$ cat src/rtl/tree_node_walker.sv
// Walks one decision tree from a root address to a leaf, issuing one
// (feature, threshold) compare per internal node and returning the leaf class.
module tree_node_walker #(
  parameter int DATA_W    = 24,
  parameter int FIDX_W    = 8,
  parameter int ADDR_W    = 10,
  parameter int CLASS_W   = 8,
  parameter int CMP_LAT   = 2,
  parameter int MAX_DEPTH = 16
) (
  input  logic                                   clk,
  input  logic                                   rst_n,
  input  logic                                   start_valid,
  output logic                                   start_ready,
  input  logic [ADDR_W-1:0]                      root_addr,
  output logic                                   node_rd_en,
  output logic [ADDR_W-1:0]                      node_addr,
  input  logic [1+FIDX_W+DATA_W+2*ADDR_W-1:0]    node_rd_data,
  output logic                                   feat_rd_en,
  output logic [FIDX_W-1:0]                      feat_addr,
  input  logic [DATA_W-1:0]                      feat_rd_data,
  output logic [DATA_W-1:0]                      cmp_din1,
  output logic [DATA_W-1:0]                      cmp_din2,
  input  logic [7:0]                             cmp_result,
  output logic                                   out_valid,
  input  logic                                   out_ready,
  output logic [CLASS_W-1:0]                     out_class,
  output logic                                   out_err
);

  localparam int NODE_W  = 1 + FIDX_W + DATA_W + 2 * ADDR_W;
  localparam int DEPTH_W = $clog2(MAX_DEPTH + 1);
  localparam int CNT_W   = (CMP_LAT > 1) ? $clog2(CMP_LAT) : 1;

  typedef enum logic [2:0] {
    IDLE, NODE, NODE_DATA, FEAT_DATA, CMP, DECIDE, OUT
  } state_t;

  state_t              state_reg;
  logic [ADDR_W-1:0]   cur_addr_reg;
  logic [DEPTH_W-1:0]  depth_reg;
  logic [CNT_W-1:0]    cmp_cnt_reg;
  logic [DATA_W-1:0]   thr_reg;
  logic [ADDR_W-1:0]   left_reg;
  logic [ADDR_W-1:0]   right_reg;

  logic                nd_leaf;
  logic [FIDX_W-1:0]   nd_fidx;
  logic [DATA_W-1:0]   nd_thr;
  logic [ADDR_W-1:0]   nd_left;
  logic [ADDR_W-1:0]   nd_right;
  logic                depth_hit;
  logic                unused_cmp_bits;

  assign nd_leaf   = node_rd_data[NODE_W-1];
  assign nd_fidx   = node_rd_data[NODE_W-2 -: FIDX_W];
  assign nd_thr    = node_rd_data[2*ADDR_W +: DATA_W];
  assign nd_left   = node_rd_data[ADDR_W +: ADDR_W];
  assign nd_right  = node_rd_data[0 +: ADDR_W];
  assign depth_hit = (depth_reg == DEPTH_W'(MAX_DEPTH));

  // The feature read must issue in the same cycle the node word arrives,
  // otherwise the per-node cost grows by one cycle.
  assign feat_rd_en = (state_reg == NODE_DATA) && !nd_leaf && !depth_hit;
  assign feat_addr  = feat_rd_en ? nd_fidx : '0;
  assign node_addr  = cur_addr_reg;

  assign unused_cmp_bits = ^cmp_result[7:1];

  always_ff @(posedge clk or negedge rst_n) begin
    if (!rst_n) begin
      state_reg    <= IDLE;
      start_ready  <= 1'b1;
      cur_addr_reg <= '0;
      depth_reg    <= '0;
      cmp_cnt_reg  <= '0;
      thr_reg      <= '0;
      left_reg     <= '0;
      right_reg    <= '0;
      node_rd_en   <= 1'b0;
      cmp_din1     <= '0;
      cmp_din2     <= '0;
      out_valid    <= 1'b0;
      out_class    <= '0;
      out_err      <= 1'b0;
    end else begin
      node_rd_en <= 1'b0;
      case (state_reg)
        IDLE: begin
          if (start_valid) begin
            cur_addr_reg <= root_addr;
            depth_reg    <= '0;
            node_rd_en   <= 1'b1;
            start_ready  <= 1'b0;
            state_reg    <= NODE;
          end
        end
        NODE: state_reg <= NODE_DATA;
        NODE_DATA: begin
          thr_reg   <= nd_thr;
          left_reg  <= nd_left;
          right_reg <= nd_right;
          if (nd_leaf) begin
            out_class <= nd_thr[CLASS_W-1:0];
            out_err   <= 1'b0;
            out_valid <= 1'b1;
            state_reg <= OUT;
          end else if (depth_hit) begin
            out_class <= '0;
            out_err   <= 1'b1;
            out_valid <= 1'b1;
            state_reg <= OUT;
          end else begin
            state_reg <= FEAT_DATA;
          end
        end
        FEAT_DATA: begin
          cmp_din1    <= feat_rd_data;
          cmp_din2    <= thr_reg;
          cmp_cnt_reg <= '0;
          state_reg   <= CMP;
        end
        CMP: begin
          if (cmp_cnt_reg == CNT_W'(CMP_LAT - 1)) begin
            state_reg <= DECIDE;
          end else begin
            cmp_cnt_reg <= cmp_cnt_reg + 1'b1;
          end
        end
        DECIDE: begin
          // Bit 0 set means feature <= threshold: take the left child.
          cur_addr_reg <= cmp_result[0] ? left_reg : right_reg;
          depth_reg    <= depth_reg + 1'b1;
          node_rd_en   <= 1'b1;
          state_reg    <= NODE;
        end
        OUT: begin
          if (out_ready) begin
            out_valid   <= 1'b0;
            start_ready <= 1'b1;
            state_reg   <= IDLE;
          end
        end
        default: state_reg <= IDLE;
      endcase
    end
  end

endmodule

$ cat config.mk
export PLATFORM = sky130hd
export DESIGN_NAME = tree_node_walker
export DESIGN_NICKNAME = d
export VERILOG_FILES = /design/src/rtl/tree_node_walker.sv
export SDC_FILE = /design/constraint.sdc
export NUM_CORES = 1
export LEC_CHECK = 0
export BUFFER_PORTS_ARGS = -buffer_cell sky130_fd_sc_hd__buf_4
export CAP_MARGIN = 20
export CORE_UTILIZATION = 30
export DETAILED_ROUTE_END_ITERATION = 8
export PLACE_DENSITY = 0.5
export RECOVER_POWER = 50
export SKIP_CTS_REPAIR_TIMING = 1
export SLEW_MARGIN = 15
export SYNTH_ARGS = -nofsm -noshare
export SYNTH_HDL_FRONTEND = slang
export SYNTH_SLANG_ARGS = --single-unit
$ cat constraint.sdc
create_clock -name clk -period 2.04 [get_ports clk]
set_clock_uncertainty 0.1 [all_clocks]
set_input_delay 0.306 -clock clk [delete_from_list [all_inputs] [get_ports clk]]
set_output_delay 0.306 -clock clk [all_outputs]
set_load 0.02 [all_outputs]
==> flow_summary.yaml <==
status:
  outcome: "finished, violations left"
  violations: "setup timing"
synthesis:
  yosysSeqAreaShare_pct: 62.15
  ys_ff_latch: 123
  synth.area.top_cells: "dfrtp_1, mux2_2, mux2_1"
  netlist_area_um2: 4955
  synth_edf_count: 0
  synthAdderAreaFrac_pct: 0.5051
  synthDominantCellAreaShare_pct: 61.62
  synth_top_area_cell: "dfrtp_1"
  synthArstFlopShare_pct: 100.0
  muxShareOfSynthArea_pct: 22.93
  synth_ff_type: "dfrtp_1"
  yosys.area_share.simple_pct: 5.505
  synth_top_family_by_area: "multiplexers"
  synth_xor_area_share_pct: 0.5303
  yosysMostFrequentCell: "dfrtp_1"
  synth_area_per_cell_um2: 14.83
  ys_types: 38
  synth-compound-area-share_pct: 5.833
  synth_nets: 435
  netlist_instances: 334
  synth_warnings: 0
  netlist_top_cells_count: "dfrtp_1, mux2_2, mux2_1, nor2_1, buf_2"
routing:
  dr_wl_met3_um: 971
  drc: 0
  met1Wirelength_um: 4939
  avgViaCountPerCell: 4.558
  routed.top_layer: "met4"
  dr.pass1.iters: 4
  drtAntennaViolNets: 0
  dr_wl_met2_um: 5371
  wire_per_inst_um: 15.18
  vias: 3432
  drt_iter0_markers: 81
  drt_wl_total_um: 11430
hold_path:
  worstHoldStart: "feat_rd_data[0]"
  hold_end: "cmp_din1[0]"
  hold_depth: 2
  hp-class: "input pin to flip-flop"
final_layout:
  diodes: 0
  nFillCells: 1515
  syn2layout_area_growth_pct: 42.45
  fin_util_pct: 44.11
  drive_above_1_share_pct: 48.04
  nNetsFinal: 628
clock_network:
  cts_tree: "yes"
  htree_levels: 4
  clk_latency_ps: 410
  clk_path_buf_depth: 2
  clk_root_buffer_cell: "clkbuf_16"
  cts_made_buffers: 17
  clk_pin_slew_ps: 50
  clock-sinks: 123
placed_design:
  finalWeightedCongestion: 0.7228
  place_hpwl_um: 7872
  port_buffers: 170
timing:
  setup_viol: 9
  slew_headroom_pct: 46.88
  hold_violations: 0
  rsz0062_at_grt: "yes"
  finalWorstSetupSlack_ps: -229.8
  tightest_slew_ps: 796.8
  timing.fmax_mhz: 440.6
  slew_viol_final: 0
  fin_crit_sh_pct: 111.3
  min_period_ps: 2270
global_route:
  grt_pass1_wl_um: 17740
  grt_start_max_net_pins: 58
  grt_antenna_before_repair: 0
  grt_pass1_vias: 3464
  overflow: 0
  grt_use_total_pct: 14.00
critical_path:
  crit_fanout: 10
  crit_arrival_ps: 1860
  crit_start: "depth_reg[1]"
  worstPathRequired_ps: 1630
  r2r_start: "state_reg[2]"
  critPathKind: "flip-flop to primary output"
  regToRegEndpoint: "cmp_din2[2]"
  r2r_slack_ps: 180
  cp-end-kind: "primary output"
  startpoint_type: "flip-flop"
  reg2regPathDepth: 4
pwr:
  p_leak_nw: 3.247
  p_per_area_nw_per_um2: 1635
  p_total_mw: 11.54
  vdd_drop_max_mv: 0.5782
die:
  std_cell_rows: 46
  die_y_um: 130.5
  start_util_pct: 30.97
  die_x_um: 130.5
  io_pins: 178
  die_area_um2: 17030
  fp.coreArea_um2: 16000
job:
  max_cap_violations: 0
-- power breakdown --
group	switching [mW]	internal, mW
Clock	0.973	1.62
Combinational	2.31	2.33
Sequential	0.641	3.68
Total	3.92	7.62
-- cell families (layout without fill, tap and decap cells) --
group	Yosys count	count (layout)
adders and majority gates	2	2
xor gates and xnor gates	3	3
AOI/OAI and AO/OA	36	36
DFF	123	123
muxes	102	102
and+or+nand+nor	44	44
buffers and inverters	24	227
-- cells in the final DEF (no fill, tap or decap), types with 2 or more instances in the layout --
cell	instances
a21oi_1	3
a221o_1	10
a22o_1	9
and2_1	9
buf_12	5
buf_4	137
buf_6	10
clkbuf_1	39
clkbuf_16	17
clkbuf_8	3
clkinv_2	3
dfrtp_1	122
dlygate4sd3_1	5
ha_1	2
inv_1	6
mux2_1	20
mux2_2	72
mux2i_1	10
nand2_1	4
nand2b_1	2
nand3_1	5
nor2_1	14
nor3b_1	2
o21ai_0	6
xor2_1	2
-- worst max-delay path, stage by stage, from the launching register on --
cell	delay [ps]
dfrtp_1	380
inv_1	60
ha_1	170
and4bb_2	270
nor4_4	140
buf_6	160
and2_1	150
buf_6	120
-- area by class of cell --
type / instances / area [um2] / share of cell area, %
multi-input combinational: 187 / 1754 / 24.85
timing repair buffer: 192 / 1428 / 20.23
tap: 216 / 270.3 / 3.829
clock inverter: 3 / 15.01 / 0.2127
inverter: 6 / 22.52 / 0.3191
clock buffer: 26 / 489.2 / 6.931
sequential: 123 / 3079 / 43.63
-- how the worst max path moves through the flow --
stage	to	cells after the start
floorplan	feat_addr[0]	5
global placement	feat_addr[6]	7
detailed placement	feat_addr[2]	7
CTS	feat_addr[2]	7
global route	feat_addr[4]	7
finish	feat_addr[1]	7
-- per-stage QoR --
stage               hold slack, ps  setup WS, ps  TNS [ps]  cell area [um2]  std cells
floorplan                   -89.59         65.19         0             4955        334
global placement             176.8         156.1         0             6588        715
detailed placement           184.1         131.4         0             6588        715
CTS                         -265.6        -322.8     -2737             7092        744
global route                 1.389        -377.8     -3181             7058        753
finish                       7.969        -229.8     -1836             7058        753
-- routing by layer --
layer | global-route usage (%) | up-vias
met3 | 5.822 | 9
met4 | 5.882 | 0
met2 | 21.57 | 120
met5 | 0 | -
li1 | - | 1592
met1 | 17.25 | 1711
Note: power is estimated with default switching activity, not from simulation.
